--- src/rtl/free_list_ctrl.sv ---
// rtl/free_list_ctrl.sv - circular free list of physical register tags for the rename stage
// Speculative head feeds dispatch, architectural head tracks retire, tail reclaims T_old tags.
module free_list_ctrl #(
    parameter int PHYS_REG_SZ = 64,
    parameter int ARCH_REG_SZ = 32,
    parameter int DEPTH       = PHYS_REG_SZ - ARCH_REG_SZ,
    parameter int TAG_W       = $clog2(PHYS_REG_SZ),
    parameter int CNT_W       = $clog2(DEPTH + 1)
) (
    input  logic             clock,
    input  logic             reset,
    input  logic             alloc_req,
    output logic             alloc_gnt,
    output logic [TAG_W-1:0] alloc_tag,
    input  logic             retire_en,
    input  logic [TAG_W-1:0] retire_t_old,
    input  logic             flush,
    output logic [CNT_W-1:0] free_count,
    output logic             empty,
    output logic             err
);

    localparam int PTR_W = (DEPTH > 1) ? $clog2(DEPTH) : 1;

    logic [TAG_W-1:0] tag_buf [DEPTH];
    logic [PTR_W-1:0] spec_head;
    logic [PTR_W-1:0] arch_head;
    logic [PTR_W-1:0] tail;
    logic [CNT_W-1:0] spec_cnt;
    logic             err_q;
    logic             retire_ok;

    function automatic logic [PTR_W-1:0] ptr_inc(input logic [PTR_W-1:0] p);
        return (p == PTR_W'(DEPTH - 1)) ? '0 : p + PTR_W'(1);
    endfunction

    assign empty      = (spec_cnt == '0);
    assign free_count = spec_cnt;
    assign err        = err_q;
    assign alloc_tag  = tag_buf[spec_head];
    assign alloc_gnt  = alloc_req & ~empty & ~flush & ~reset;

    // A retire is only legal against an outstanding allocation, counting one granted this cycle.
    assign retire_ok = retire_en & ((spec_cnt != CNT_W'(DEPTH)) | alloc_gnt);

    always_ff @(posedge clock or posedge reset) begin
        if (reset) begin
            for (int i = 0; i < DEPTH; i++) begin
                tag_buf[i] <= TAG_W'(ARCH_REG_SZ + i);
            end
            spec_head <= '0;
            arch_head <= '0;
            tail      <= '0;
            spec_cnt  <= CNT_W'(DEPTH);
            err_q     <= 1'b0;
        end else begin
            if (retire_ok) begin
                tag_buf[tail] <= retire_t_old;
                tail          <= ptr_inc(tail);
                arch_head     <= ptr_inc(arch_head);
            end
            if (retire_en && !retire_ok) begin
                err_q <= 1'b1;
            end
            // Flush rewinds to the committed head, including a retire landing this same edge.
            if (flush) begin
                spec_head <= retire_ok ? ptr_inc(arch_head) : arch_head;
                spec_cnt  <= CNT_W'(DEPTH);
            end else begin
                if (alloc_gnt) begin
                    spec_head <= ptr_inc(spec_head);
                end
                if (alloc_gnt && !retire_ok) begin
                    spec_cnt <= spec_cnt - CNT_W'(1);
                end else if (!alloc_gnt && retire_ok) begin
                    spec_cnt <= spec_cnt + CNT_W'(1);
                end
            end
        end
    end

endmodule
--- config.mk ---
export PLATFORM = sky130hd
export DESIGN_NAME = free_list_ctrl
export DESIGN_NICKNAME = d
export VERILOG_FILES = /design/src/rtl/free_list_ctrl.sv
export SDC_FILE = /design/constraint.sdc
export NUM_CORES = 1
export LEC_CHECK = 0
export CAP_MARGIN = 20
export CORE_MARGIN = 1.5
export CORE_UTILIZATION = 34
export CTS_CLUSTER_DIAMETER = 100
export DETAILED_ROUTE_END_ITERATION = 10
export PLACE_DENSITY = 0.45
export SYNTH_ARGS = -nofsm -noshare
export SYNTH_HDL_FRONTEND = slang
export SYNTH_SLANG_ARGS = --single-unit
--- constraint.sdc ---
create_clock -name clock -period 9 [get_ports clock]
set_input_delay 0.9 -clock clock [delete_from_list [all_inputs] [get_ports clock]]
set_output_delay 0.9 -clock clock [all_outputs]
set_load 0.01 [all_outputs]
* Word level (Yosys, flattened, before mapping) *
Cells that the tools add are included.

storage, ports and cells
  register bits after elaboration = 214
  input bits = 11
  output and inout port bits = 15
  word-level logic and storage cells = 83

cells by class
  $add $sub $neg = 5
  order comparisons = 3
  equality and inequality tests = 4
  multiplexer cells = 15
  bitwise logic cells = 10
  reductions and logical operators = 9

operators by type and width
  kind                   number
  $bwmux W192            1
  $mux W6                6
  $bmux W6 S5            1
  $demux W6 S5           1
  $mux W5                6
  $add A5 B1 Y5 const B  3
  $eq A5 B5 Y1 const B   3
  $ge A6 B6 Y1 const B   2
  $not A5 Y6             2
  $add A6 B1 Y6 const B  1
  $logic_not A6 Y1       1
  $lt A6 B1 Y1 const B   1
  $ne A6 B6 Y1 const B   1
  $sub A6 B1 Y6 const B  1
  $and A1 B1 Y1          4
  $logic_and A1 B1 Y1    4
  $not A1 Y1             3
  $reduce_bool A3 Y1     1
  $logic_not A1 Y1       2
  $reduce_bool A2 Y1     1
  $or A1 B1 Y1           1

* Logic depth before layout (Yosys ltp) *
Gate-level depths: netlist of the first run.

  depth after elaboration = 11
  gate-level depth with buffers = 9
  gate-level depth less buffers = 8

* Worst setup path before layout of the first run *
Ideal clock, no wire load.

  path type = in2reg
  from = in flush
  to = reg spec_cnt[5] (netlist: free_count[5])
  library setup time = 97 ps
  data arrival time = 3485 ps
  required time = 8903 ps
  slack = 5418 ps
  stages = 9
  buffers on the path = 1
  cells stage by stage = clkbuf_1 > or3b_2 > a211oi_1 > ha_1 > o21ai_0 > o21a_1 > or4_1 > a211oi_1 > a311oi_1

on the way
  word-level cells in the longest chain between the ends = 9
  elaborated cells on any way between the ends = 12
  those cells by class = mux (2); bitwise (5); reduce/logical (5)

RTL lines
  element                      RTL line  RTL
  start: declaration           17        input logic flush,
  $not A1 Y1                   41        assign alloc_gnt = alloc_req & ~empty & ~flush & ~reset;
  $and A1 B1 Y1 (2 in series)  41
  $or A1 B1 Y1                 44        assign retire_ok = retire_en & ((spec_cnt != CNT_W'(DEPTH)) | alloc_gnt);
  $and A1 B1 Y1                44
  $logic_not A1 Y1             73        if (alloc_gnt && !retire_ok) begin
  $logic_and A1 B1 Y1          73
  $mux W6                      73
  $mux W6                      66        if (flush) begin
  end signal: assignment       68        spec_cnt <= CNT_W'(DEPTH);
  end signal: assignment       74        spec_cnt <= spec_cnt - CNT_W'(1);
  end signal: assignment       76        spec_cnt <= spec_cnt + CNT_W'(1);
  end: declaration             29        logic [CNT_W-1:0] spec_cnt;

Parallel ways exist; a longest one is shown, timed or not.
A chain may end at the register's enable or synchronous reset.

* Final worst setup path of the first run *
  from = reg spec_head[1]
  to = out alloc_tag[2]

on the way
  word-level cells in the longest chain between the ends = 4

RTL lines
  element                                      RTL line  RTL
  start: declaration                           26        logic [PTR_W-1:0] spec_head;
  start signal: assignment                     67        spec_head <= retire_ok ? ptr_inc(arch_head) : arch_head;
  start signal: assignment                     71        spec_head <= ptr_inc(spec_head);
  $not A5 Y6 (not written as such)             40        assign alloc_tag = tag_buf[spec_head];
  $bmux W6 S5                                  40
  $mux W6 (not written as such) (2 in series)  40
  end: declaration                             14        output logic [TAG_W-1:0] alloc_tag,

Every way passes these cells. The select of a mux whose other input is x is not followed.

==> results of run 1 <==
==> through the flow <==
step                total power, mW  area, µm²  util (%)  instances  hold WS, ns
CTS                           4.113      11930     39.84       1181       0.4972
global route                  4.299      11980     40.00       1183       0.5084
floorplan                     2.530      10430         -        763       0.4587
finish                        4.065      11980     40.00       1183       0.4906
detailed placement            2.997      11030     36.84       1136       0.4842
global placement              2.950      11030     36.84       1136       0.4689
==> worst max path at each step <==
stage / to / slack [ns] / depth (start not counted)
6_report: alloc_tag[2] / 4.37 / 6
3_5_place_dp: free_count[5] / 4.34 / 9
2_1_floorplan: arch_head[0] / 2.44 / 1
3_3_place_gp: free_count[5] / 4.49 / 9
5_1_grt: alloc_tag[2] / 4.23 / 6
4_1_cts: alloc_tag[3] / 4.31 / 6
==> state kept, by name, indices dropped and copies added, names as in the netlist <==
name        flops
arch_head       5
err             1
free_count      6
spec_head       5
tag_buf       192
tail            5
==> cells in the mapped netlist (9+ instances only) <==
master	n
sky130_fd_sc_hd__mux2i_1	50
sky130_fd_sc_hd__mux2_2	183
sky130_fd_sc_hd__nor2_1	9
sky130_fd_sc_hd__o21ai_0	12
sky130_fd_sc_hd__nand2_1	61
sky130_fd_sc_hd__ha_1	13
sky130_fd_sc_hd__dfrtp_1	101
sky130_fd_sc_hd__a22oi_1	12
sky130_fd_sc_hd__mux4_2	30
sky130_fd_sc_hd__nand3_1	20
sky130_fd_sc_hd__a21oi_1	19
sky130_fd_sc_hd__clkbuf_1	40
sky130_fd_sc_hd__dfstp_2	113
==> power by group <==
| part | internal (mW) | leakage (nW) | switching (mW) |
|---|---|---|---|
| registers | 1.40 | 2.49 | 0.252 |
| logic | 0.701 | 2.21 | 0.623 |
| clock network | 0.700 | 0.446 | 0.391 |
==> cell type report <==
cell class / instances / area, µm² / share of cell area (%)
Clock buffer: 35 / 723.2 / 6.037
Tap cell: 390 / 488.0 / 4.073
Inverter: 7 / 33.78 / 0.2820
Timing Repair Buffer: 35 / 352.8 / 2.945
Clock inverter: 10 / 175.2 / 1.462
Sequential cell: 214 / 5502 / 45.92
Multi-Input combinational cell: 492 / 4706 / 39.28
==> metal layers <==
metal	vias up	global-route usage [%]	part of all wire, %
li1	2833	-	-
met1	3329	23.64	47
met2	73	28.29	48
met3	33	1.939	2.9
met4	0	3.819	2.0
met5	-	0	0
==> cells by family after synthesis <==
family | count (synthesis)
muxes | 277
DFF | 214
and+or+nand+nor | 131
AOI/OAI and AO/OA | 67
buffers and inverters | 57
adders and majority gates | 14
xor gates and xnor gates | 3
==> worst max-delay path, cell delays in order, from the launching register on <==
cell	delay, ns
sky130_fd_sc_hd__dfrtp_4	0.68
sky130_fd_sc_hd__buf_4	0.85
sky130_fd_sc_hd__mux4_2	0.44
sky130_fd_sc_hd__mux4_2	0.47
sky130_fd_sc_hd__nand2_1	0.14
sky130_fd_sc_hd__nand3_1	0.13
sky130_fd_sc_hd__clkdlybuf4s50_1	0.51
==> impl_metrics.sql, run 1 <==
INSERT INTO impl_metrics (metric_group, metric, value, unit) VALUES
('yosys', 'synth_compound_gate_area_share', '4.185', '%'),
('finish', 'fin_nets', '800', ''),
('timing', 'setup_tns', '0', 'ns'),
('floorplan', 'core_area', '29950', 'µm²'),
('yosys', 'yosysWarningCount', '0', ''),
('worst_setup_path', 'rr_worst_depth', '5', ''),
('grt', 'grt_util_all_layers', '16.95', '%'),
('routing', 'finalWirelength', '26.01', 'mm'),
('finish', 'flow.area_growth_from_synthesis', '14.82', '%'),
('clock_tree', 'postCtsSetupBuffers', '0', ''),
('yosys', 'syn_inst', '763', ''),
('timing', 'max-slew-margin-rel', '29.67', '%'),
('timing', 'final-setup-viol-count', '0', ''),
('hold_path', 'hold_path_end', 'tag_buf[6]', ''),
('pwr', 'max-vdd-ir-drop', '0.1475', 'mV'),
('timing', 'final-hold-violation-count', '0', ''),
('yosys', 'synthArstFlopShare', '100.0', '%'),
('worst_setup_path', 'path_class', 'flop to primary output', ''),
('run_status', 'outcome', 'finished, final reports clean', ''),
('worst_setup_path', 'timing.critical_path.fanout_max', '54', ''),
('timing', 'post_layout_minimum_cycle_time', '4.634', 'ns'),
('grt', 'globalRoute.totalOverflow', '0', ''),
('hold_path', 'whs_path_depth', '1', ''),
('yosys', 'synth_largest_type_area_fraction', '28.46', '%'),
('yosys', 'synth_top_cell_by_area', 'sky130_fd_sc_hd__dfstp_2', ''),
('finish', 'most_common_cell_after_layout_fill_and_taps_aside', 'sky130_fd_sc_hd__mux2_2', ''),
('yosys', 'synth_simple_gate_area_share', '6.164', '%'),
('worst_setup_path', 'timing.critical_path.from_type', 'flop', ''),
('placed_design', 'detailedPlacementHpwl', '16.54', 'mm'),
('routing', 'first_pass_iters', '4', ''),
('hold_path', 'min-delay-path-class', 'flop to flop', ''),
('routing', 'drcViolationCount', '0', ''),
('grt', 'first_global_vias', '6613', ''),
('routing', 'post_drt_via_cell_ratio', '5.298', ''),
('timing', 'finalClockSkew', '0.01043', 'ns'),
('yosys', 'ys_top_cells_by_area', 'sky130_fd_sc_hd__dfstp_2 28%, sky130_fd_sc_hd__dfrtp_1 24%, sky130_fd_sc_hd__mux2_2 20%, sky130_fd_sc_hd__mux4_2 6.5%, sky130_fd_sc_hd__mux2i_1 4.8%', ''),
('floorplan', 'dieWidth', '178.2', 'µm'),
('grt', 'grt_antenna_before_repair', '0', ''),
('placed_design', 'preCtsSetupSlack', '4.338', 'ns'),
('yosys', 'synth_edf_count', '0', ''),
('placed_design', 'finalWeightedCongestion', '0.7859', ''),
('finish', 'layout.cells.most_common_list', '183 x sky130_fd_sc_hd__mux2_2, 113 x sky130_fd_sc_hd__dfstp_2, 99 x sky130_fd_sc_hd__dfrtp_1', ''),
('timing', 'layout_setup_ws', '4.366', 'ns'),
('pwr', 'power_leakage', '5.143', 'nW'),
('finish', 'num_antenna_cells', '0', ''),
('timing', 'worst_pin_slew', '1.053', 'ns'),
('finish', 'final_layout_size_suffix_gt1_share', '49.94', '%'),
('timing', 'achievable-frequency', '215.8', 'MHz'),
('clock_tree', 'htree_num_levels', '1', ''),
('routing', 'antenna_violating_nets_post_route', '0', ''),
('floorplan', 'floorplan.io_pins', '26', ''),
('yosys', 'synth_xor_xnor_area_share', '0.2518', '%'),
('clock_tree', 'cts_hold_buf', '0', ''),
('timing', 'setup_repair_after_global_routing_missed_its_margin', 'false', ''),
('clock_tree', 'cts-resized-gates', '0', ''),
('yosys', 'post_synth_num_cell_types', '51', ''),
('routing', 'initialDrtViolationCount', '325', ''),
('yosys', 'muxShareOfSynthArea', '32.75', '%'),
('yosys', 'ys_seq_area_share', '52.68', '%'),
('clock_tree', 'cts_root_cell', 'sky130_fd_sc_hd__clkbuf_16', ''),
('worst_setup_path', 'worst-endpoint-required', '8.10', 'ns'),
('grt', 'wire_length_of_the_first_global_routing_pass', '40.21', 'mm'),
('worst_setup_path', 'setup.worst_path.start', 'spec_head[1]', ''),
('pwr', 'power_per_cell_area', '339.3', 'nW/µm²'),
('yosys', 'largest_family_of_logic_cells_by_synthesized_area', 'multiplexers', ''),
('clock_tree', 'clock_latency_late_sink', '0.51', 'ns'),
('floorplan', 'num_rows', '63', ''),
('worst_setup_path', 'critPathCaptureType', 'primary output', ''),
('flow_run', 'cap_viol_max_count', '0', ''),
('clock_tree', 'worst_setup_hold_path_clk_slew', '0.06', 'ns'),
('yosys', 'yosys.area_share.adder', '1.751', '%');
Power figures use the tool's default switching activity.
==> run 2: changes to the inputs <==
--- a/config.mk
+++ b/config.mk
@@ -10,7 +10,7 @@
 export CORE_UTILIZATION = 34
 export CTS_CLUSTER_DIAMETER = 100
 export DETAILED_ROUTE_END_ITERATION = 10
-export PLACE_DENSITY = 0.45
+export PLACE_DENSITY = 0.47
 export SYNTH_ARGS = -nofsm -noshare
 export SYNTH_HDL_FRONTEND = slang
 export SYNTH_SLANG_ARGS = --single-unit
==> constraint.sdc (replaced) <==
create_clock -name clock -period 4.2 [get_ports clock]
set_input_delay 0.42 -clock clock [delete_from_list [all_inputs] [get_ports clock]]
set_output_delay 0.42 -clock clock [all_outputs]
set_load 0.01 [all_outputs]
==> impl_metrics.sql, run 2 (synthesis gave the netlist of run 1 again) <==
INSERT INTO impl_metrics (metric_group, metric, value, unit) VALUES
('run_status', 'outcome', 'finished, final reports clean', ''),
('clock_tree', 'cts_inserted_buffers', '26', ''),
('clock_tree', 'cts-resized-gates', '0', ''),
('finish', 'flow.area_growth_from_synthesis', '15.06', '%'),
('timing', 'finalCritPeriodShare', '92.34', '%'),
('finish', 'most_common_cell_after_layout_fill_and_taps_aside', 'sky130_fd_sc_hd__mux2_2', ''),
('hold_path', 'min-delay-path-class', 'flop to flop', ''),
('finish', 'fillers', '2798', ''),
('worst_setup_path', 'delay_of_the_slowest_cell_on_the_worst_path', '1.01', 'ns'),
('timing', 'final-setup-viol-count', '0', ''),
('finish', 'fin_util', '40.08', '%'),
('finish', 'final_design_area_no_fill', '12010', 'µm²'),
('worst_setup_path', 'crit_path_frequent_cell', 'sky130_fd_sc_hd__mux4_2', ''),
('grt', 'first_global_vias', '6708', ''),
('grt', 'grt_util_all_layers', '17.08', '%'),
('timing', 'setup_tns', '0', 'ns'),
('finish', 'largest_register_ff_count', '192', ''),
('placed_design', 'detailed_place.area', '11120', 'µm²'),
('floorplan', 'num_rows', '63', ''),
('finish', 'fin_nets', '807', ''),
('timing', 'finalClockSkew', '0.01153', 'ns'),
('routing', 'antenna_violating_nets_post_route', '0', ''),
('flow_run', 'cap_viol_max_count', '0', ''),
('grt', 'grt_start_max_net_pins', '123', ''),
('clock_tree', 'tritoncts_clock_tree', 'built', ''),
('timing', 'setup_repair_after_global_routing_missed_its_margin', 'false', ''),
('worst_setup_path', 'critical-path-slowest-cell', 'sky130_fd_sc_hd__dfrtp_2', ''),
('worst_setup_path', 'setup.worst_path.start', 'spec_head[0]', ''),
('finish', 'layout.cells.most_common_list', '183 x sky130_fd_sc_hd__mux2_2, 113 x sky130_fd_sc_hd__dfstp_2, 99 x sky130_fd_sc_hd__dfrtp_1', ''),
('timing', 'post_layout_minimum_cycle_time', '3.878', 'ns'),
('clock_tree', 'clock_latency_late_sink', '0.54', 'ns'),
('grt', 'grt_antenna_before_repair', '0', ''),
('timing', 'final_max_slew_viol_count', '0', ''),
('worst_setup_path', 'critical_path.cell_chain', 'mux4_2, mux4_2, nand2_1, nand3_1, clkdlybuf4s50_1', ''),
('routing', 'initialDrtViolationCount', '410', ''),
('placed_design', 'io_buffer_count', '25', ''),
('worst_setup_path', 'worst-endpoint-required', '3.78', 'ns'),
('routing', 'num_vias', '6359', ''),
('timing', 'final-hold-violation-count', '0', ''),
('routing', 'routedWlPerCell', '21.94', 'µm'),
('placed_design', 'finalWeightedCongestion', '0.7477', ''),
('worst_setup_path', 'timing.critical_path.fanout_max', '31', ''),
('worst_setup_path', 'timing.critical_path.from_type', 'flop', ''),
('pwr', 'max-vdd-ir-drop', '0.3502', 'mV'),
('pwr', 'power_per_cell_area', '724.6', 'nW/µm²'),
('pwr', 'power_leakage', '5.161', 'nW'),
('clock_tree', 'worst_setup_hold_path_clk_slew', '0.06', 'ns'),
('hold_path', 'min_from', 'tag_buf[6]', ''),
('routing', 'first_pass_iters', '4', ''),
('routing', 'finalWirelength', '26.16', 'mm'),
('timing', 'hold_slack', '0.4897', 'ns'),
('clock_tree', 'cts_root_cell', 'sky130_fd_sc_hd__clkbuf_16', ''),
('grt', 'wire_length_of_the_first_global_routing_pass', '40.96', 'mm'),
('timing', 'achievable-frequency', '257.9', 'MHz'),
('worst_setup_path', 'path_class', 'flop to primary output', ''),
('floorplan', 'core_area', '29950', 'µm²'),
('finish', 'largest_register', 'tag_buf', ''),
('finish', 'num_antenna_cells', '0', ''),
('worst_setup_path', 'critPathCaptureType', 'primary output', ''),
('timing', 'max-slew-margin-rel', '29.99', '%'),
('worst_setup_path', 'critical_path_arrival', '3.46', 'ns'),
('worst_setup_path', 'r2r_start', 'free_count[3]', ''),
('placed_design', 'detailedPlacementHpwl', '16.84', 'mm'),
('floorplan', 'die_area', '31750', 'µm²'),
('clock_tree', 'cts_hold_buf', '0', ''),
('clock_tree', 'postCtsSetupBuffers', '0', ''),
('timing', 'worst_pin_slew', '1.050', 'ns'),
('grt', 'globalRoute.totalOverflow', '0', ''),
('clock_tree', 'cts_buffer_depth', '3', ''),
('routing', 'drcViolationCount', '0', ''),
('worst_setup_path', 'cp_num_buf_inv', '1', ''),
('finish', 'final_layout_size_suffix_gt1_share', '50.25', '%'),
('floorplan', 'floorplan.io_pins', '26', ''),
('floorplan', 'die-height', '178.2', 'µm'),
('floorplan', 'initial_core_util', '34.83', '%'),
('routing', 'post_drt_via_cell_ratio', '5.335', ''),
('floorplan', 'dieWidth', '178.2', 'µm'),
('clock_tree', 'cts.sinks', '214', ''),
('worst_setup_path', 'cp_top_family', 'multiplexers', ''),
('clock_tree', 'htree_num_levels', '1', '');
-- run 2: worst paths after layout --
kind | end | slack (ns) | cells past startpoint
min in group asynchronous | spec_head[1] | 0.52 | 3
hold reg to reg | tag_buf[6] | 0.49 | 1
max in group asynchronous | tag_buf[86] | 3.11 | 3
hold / removal | tag_buf[6] | 0.49 | 1
setup reg to reg | tag_buf[19] | 1.18 | 5
setup / recovery | alloc_tag[4] | 0.32 | 5
-- run 2: final cells by class --
class | count | area, µm² | area share (%)
Tap cell | 390 | 488.0 | 4.065
Sequential cell | 214 | 5502 | 45.83
Clock buffer | 36 | 738.2 | 6.149
Multi-Input combinational cell | 492 | 4706 | 39.20
Inverter | 7 | 30.03 | 0.2501
Clock inverter | 12 | 146.4 | 1.219
Timing Repair Buffer | 41 | 395.4 | 3.293
-- run 2: report_power, final --
group	leakage (nW)	switching, mW	internal [mW]
combinational	2.23	1.18	1.51
sequential	2.49	0.713	3.00
clock	0.443	0.891	1.41
-- run 2: through the flow --
| stage | setup WS (ns) | total power, mW | std cells |
|---|---|---|---|
| after global placement | 0.8189 | 6.367 | 1144 |
| after detailed placement | 0.7041 | 6.456 | 1144 |
| final | 0.3219 | 8.699 | 1192 |
| after CTS | 0.2504 | 8.801 | 1192 |
| after global routing | 0.1437 | 9.190 | 1192 |
| after floorplan | 1.088 | 5.422 | 763 |
-- run 2: layer usage --
| metal | GRT usage [%] | part of all wire (%) |
|---|---|---|
| met5 | 0 | 0 |
| met4 | 4.167 | 1.8 |
| met1 | 23.39 | 46 |
| met3 | 2.579 | 4.0 |
| met2 | 28.39 | 48 |
==> run 3: changes to the inputs <==
--- a/config.mk
+++ b/config.mk
@@ -10,7 +10,7 @@
 export CORE_UTILIZATION = 34
 export CTS_CLUSTER_DIAMETER = 100
 export DETAILED_ROUTE_END_ITERATION = 10
-export PLACE_DENSITY = 0.47
+export PLACE_DENSITY = 0.45
 export SYNTH_ARGS = -nofsm -noshare
 export SYNTH_HDL_FRONTEND = slang
 export SYNTH_SLANG_ARGS = --single-unit
==> constraint.sdc (replaced) <==
create_clock -name clock -period 4.15 [get_ports clock]
set_input_delay 0.415 -clock clock [delete_from_list [all_inputs] [get_ports clock]]
set_output_delay 0.415 -clock clock [all_outputs]
set_load 0.1 [all_outputs]
==> impl_metrics.sql, run 3 (synthesis gave the netlist of run 1 again) <==
INSERT INTO impl_metrics (metric_group, metric, value, unit) VALUES
('clock_tree', 'htree_num_levels', '1', ''),
('routing', 'drcViolationCount', '0', ''),
('timing', 'finalCritPeriodShare', '88.60', '%'),
('worst_setup_path', 'worst-endpoint-required', '3.73', 'ns'),
('grt', 'grt_start_max_net_pins', '96', ''),
('worst_setup_path', 'rr_endpoint', 'tag_buf[67]', ''),
('hold_path', 'min-delay-path-class', 'input pin to async pin', ''),
('grt', 'wire_length_of_the_first_global_routing_pass', '40.56', 'mm'),
('clock_tree', 'worst_setup_hold_path_clk_slew', '0.06', 'ns'),
('timing', 'setup_tns', '0', 'ns'),
('finish', 'layout.cells.most_common_list', '183 x sky130_fd_sc_hd__mux2_2, 113 x sky130_fd_sc_hd__dfstp_2, 99 x sky130_fd_sc_hd__dfrtp_1', ''),
('grt', 'grt_antenna_before_repair', '0', ''),
('routing', 'met3_wirelength', '656', 'µm'),
('floorplan', 'initial_core_util', '34.83', '%'),
('clock_tree', 'cts.sinks', '214', ''),
('worst_setup_path', 'setup.worst_path.start', 'spec_head[1]', ''),
('worst_setup_path', 'critical-path-slowest-cell', 'sky130_fd_sc_hd__dfrtp_4', ''),
('placed_design', 'detailedPlacementHpwl', '16.80', 'mm'),
('finish', 'multi_input_comb_area', '4706', 'µm²'),
('pwr', 'power_per_cell_area', '769.6', 'nW/µm²'),
('run_status', 'outcome', 'finished, final reports clean', ''),
('placed_design', 'io_buffer_count', '25', ''),
('floorplan', 'floorplan.io_pins', '26', ''),
('clock_tree', 'clock_latency_late_sink', '0.51', 'ns'),
('pwr', 'power', '9.189', 'mW'),
('finish', 'num_antenna_cells', '0', ''),
('finish', 'largest_register', 'tag_buf', ''),
('timing', 'final-hold-violation-count', '0', ''),
('clock_tree', 'tritoncts_clock_tree', 'built', ''),
('worst_setup_path', 'timing.critical_path.from_type', 'flop', ''),
('floorplan', 'core_area', '29950', 'µm²'),
('timing', 'worst_pin_slew', '1.045', 'ns'),
('worst_setup_path', 'critical_path.cell_chain', 'buf_4, mux2i_1, a22oi_1, nand3_1, nand3_1, buf_4', ''),
('worst_setup_path', 'timing.critical_path.fanout_max', '51', ''),
('floorplan', 'dieWidth', '178.2', 'µm'),
('grt', 'grt_util_all_layers', '17.03', '%'),
('clock_tree', 'cts-resized-gates', '0', ''),
('timing', 'hold_slack', '0.3061', 'ns'),
('routing', 'initialDrtViolationCount', '297', ''),
('pwr', 'max-vdd-ir-drop', '0.3414', 'mV'),
('routing', 'post_drt_via_cell_ratio', '5.252', ''),
('worst_setup_path', 'path_class', 'flop to primary output', ''),
('routing', 'top_layer_used', 'met4', ''),
('pwr', 'power_leakage', '5.147', 'nW'),
('timing', 'achievable-frequency', '272.0', 'MHz'),
('routing', 'wl_met2', '12.68', 'mm'),
('worst_setup_path', 'critical_path_arrival', '3.26', 'ns'),
('finish', 'area.sequential', '5502', 'µm²'),
('clock_tree', 'postCtsSetupBuffers', '0', ''),
('clock_tree', 'cts_root_cell', 'sky130_fd_sc_hd__clkbuf_16', ''),
('placed_design', 'finalWeightedCongestion', '0.8044', ''),
('routing', 'finalWirelength', '25.81', 'mm'),
('routing', 'num_vias', '6250', ''),
('finish', 'flow.area_growth_from_synthesis', '14.44', '%'),
('timing', 'setup_repair_after_global_routing_missed_its_margin', 'false', ''),
('finish', 'fin_nets', '807', ''),
('clock_tree', 'cts_buffer_depth', '3', ''),
('finish', 'most_common_cell_after_layout_fill_and_taps_aside', 'sky130_fd_sc_hd__mux2_2', ''),
('finish', 'largest_register_ff_count', '192', ''),
('worst_setup_path', 'rr_worst_depth', '5', ''),
('worst_setup_path', 'critPathCaptureType', 'primary output', ''),
('routing', 'met1Wirelength', '11.90', 'mm'),
('finish', 'fin_util', '39.86', '%'),
('grt', 'globalRoute.totalOverflow', '0', ''),
('timing', 'finalClockSkew', '0.01047', 'ns'),
('worst_setup_path', 'delay_of_the_slowest_cell_on_the_worst_path', '1.01', 'ns'),
('routing', 'first_pass_iters', '4', ''),
('timing', 'final_max_slew_viol_count', '0', ''),
('worst_setup_path', 'regToRegSetupSlack', '1.21', 'ns'),
('timing', 'max-slew-margin-rel', '30.07', '%'),
('finish', 'final_layout_size_suffix_gt1_share', '51.00', '%'),
('routing', 'routedWlPerCell', '21.69', 'µm'),
('clock_tree', 'cts_inserted_buffers', '25', ''),
('timing', 'final-setup-viol-count', '0', ''),
('finish', 'final-instance-count-excl-fill', '1190', ''),
('floorplan', 'die-height', '178.2', 'µm'),
('flow_run', 'cap_viol_max_count', '0', ''),
('floorplan', 'die_area', '31750', 'µm²'),
('clock_tree', 'cts_hold_buf', '0', ''),
('routing', 'antenna_violating_nets_post_route', '0', ''),
('placed_design', 'dp.cells', '1144', ''),
('worst_setup_path', 'r2r_start', 'free_count[1]', ''),
('floorplan', 'num_rows', '63', ''),
('grt', 'first_global_vias', '6626', ''),
('finish', 'fillers', '2786', ''),
('timing', 'post_layout_minimum_cycle_time', '3.677', 'ns');
[run 3: cell types whose count changed in the layout (fill, tap and decap cells not counted), moves of 2 or more]
cell,previous run,this run
sky130_fd_sc_hd__clkdlybuf4s50_1,25,17
sky130_fd_sc_hd__buf_4,14,21
sky130_fd_sc_hd__clkbuf_8,5,9
sky130_fd_sc_hd__clkinv_2,8,4
sky130_fd_sc_hd__bufinv_16,3,1
[run 3: cell type report]
cell class	instances	area share [%]
clock buffer	40	6.465
clock inverter	5	0.4192
inverter	7	0.2515
multi-input combinational	492	39.41
sequential	214	46.08
tap	390	4.087
timing repair buffer	42	3.290
[run 3: worst max path at each step]
| stage | slack, ns | cells after the start | endpoint |
|---|---|---|---|
| after floorplan | 0.17 | 3 | empty |
| after global placement | 0.77 | 10 | free_count[5] |
| after detailed placement | 0.72 | 10 | free_count[5] |
| after CTS | 0.39 | 5 | alloc_tag[3] |
| after global routing | 0.30 | 6 | alloc_tag[2] |
| final | 0.47 | 6 | alloc_tag[4] |
[run 3: power breakdown]
part           leakage, nW  switching (mW)  internal (mW)
Sequential            2.49           0.614           3.03
Clock                0.410           0.840           1.33
Combinational         2.25            1.87           1.51
Total                 5.15            3.33           5.86
[run 3: routing by layer]
| metal | global-route usage [%] | vias to the layer above |
|---|---|---|
| li1 | - | 2839 |
| met1 | 23.48 | 3302 |
| met2 | 28.68 | 73 |
| met3 | 1.982 | 36 |
| met4 | 3.958 | 0 |
| met5 | 0 | - |
[run 3: stage by stage]
step           worst slack, ns  cell area [µm²]
2_1_floorplan           0.1697            10440
3_3_place_gp            0.7707            11100
3_5_place_dp            0.7189            11100
4_1_cts                 0.3876            11920
5_1_grt                 0.3003            11940
6_report                0.4730            11940
[run 3: worst max-delay path: cells and delay by family, from the launching register on]
| kind | cells | cell delay (ns) |
|---|---|---|
| muxes | 1 | 0.21 |
| DFF | 1 | 1.01 |
| buffers and inverters | 2 | 0.85 |
| and+or+nand+nor | 2 | 0.34 |
| AOI/OAI and AO/OA | 1 | 0.32 |
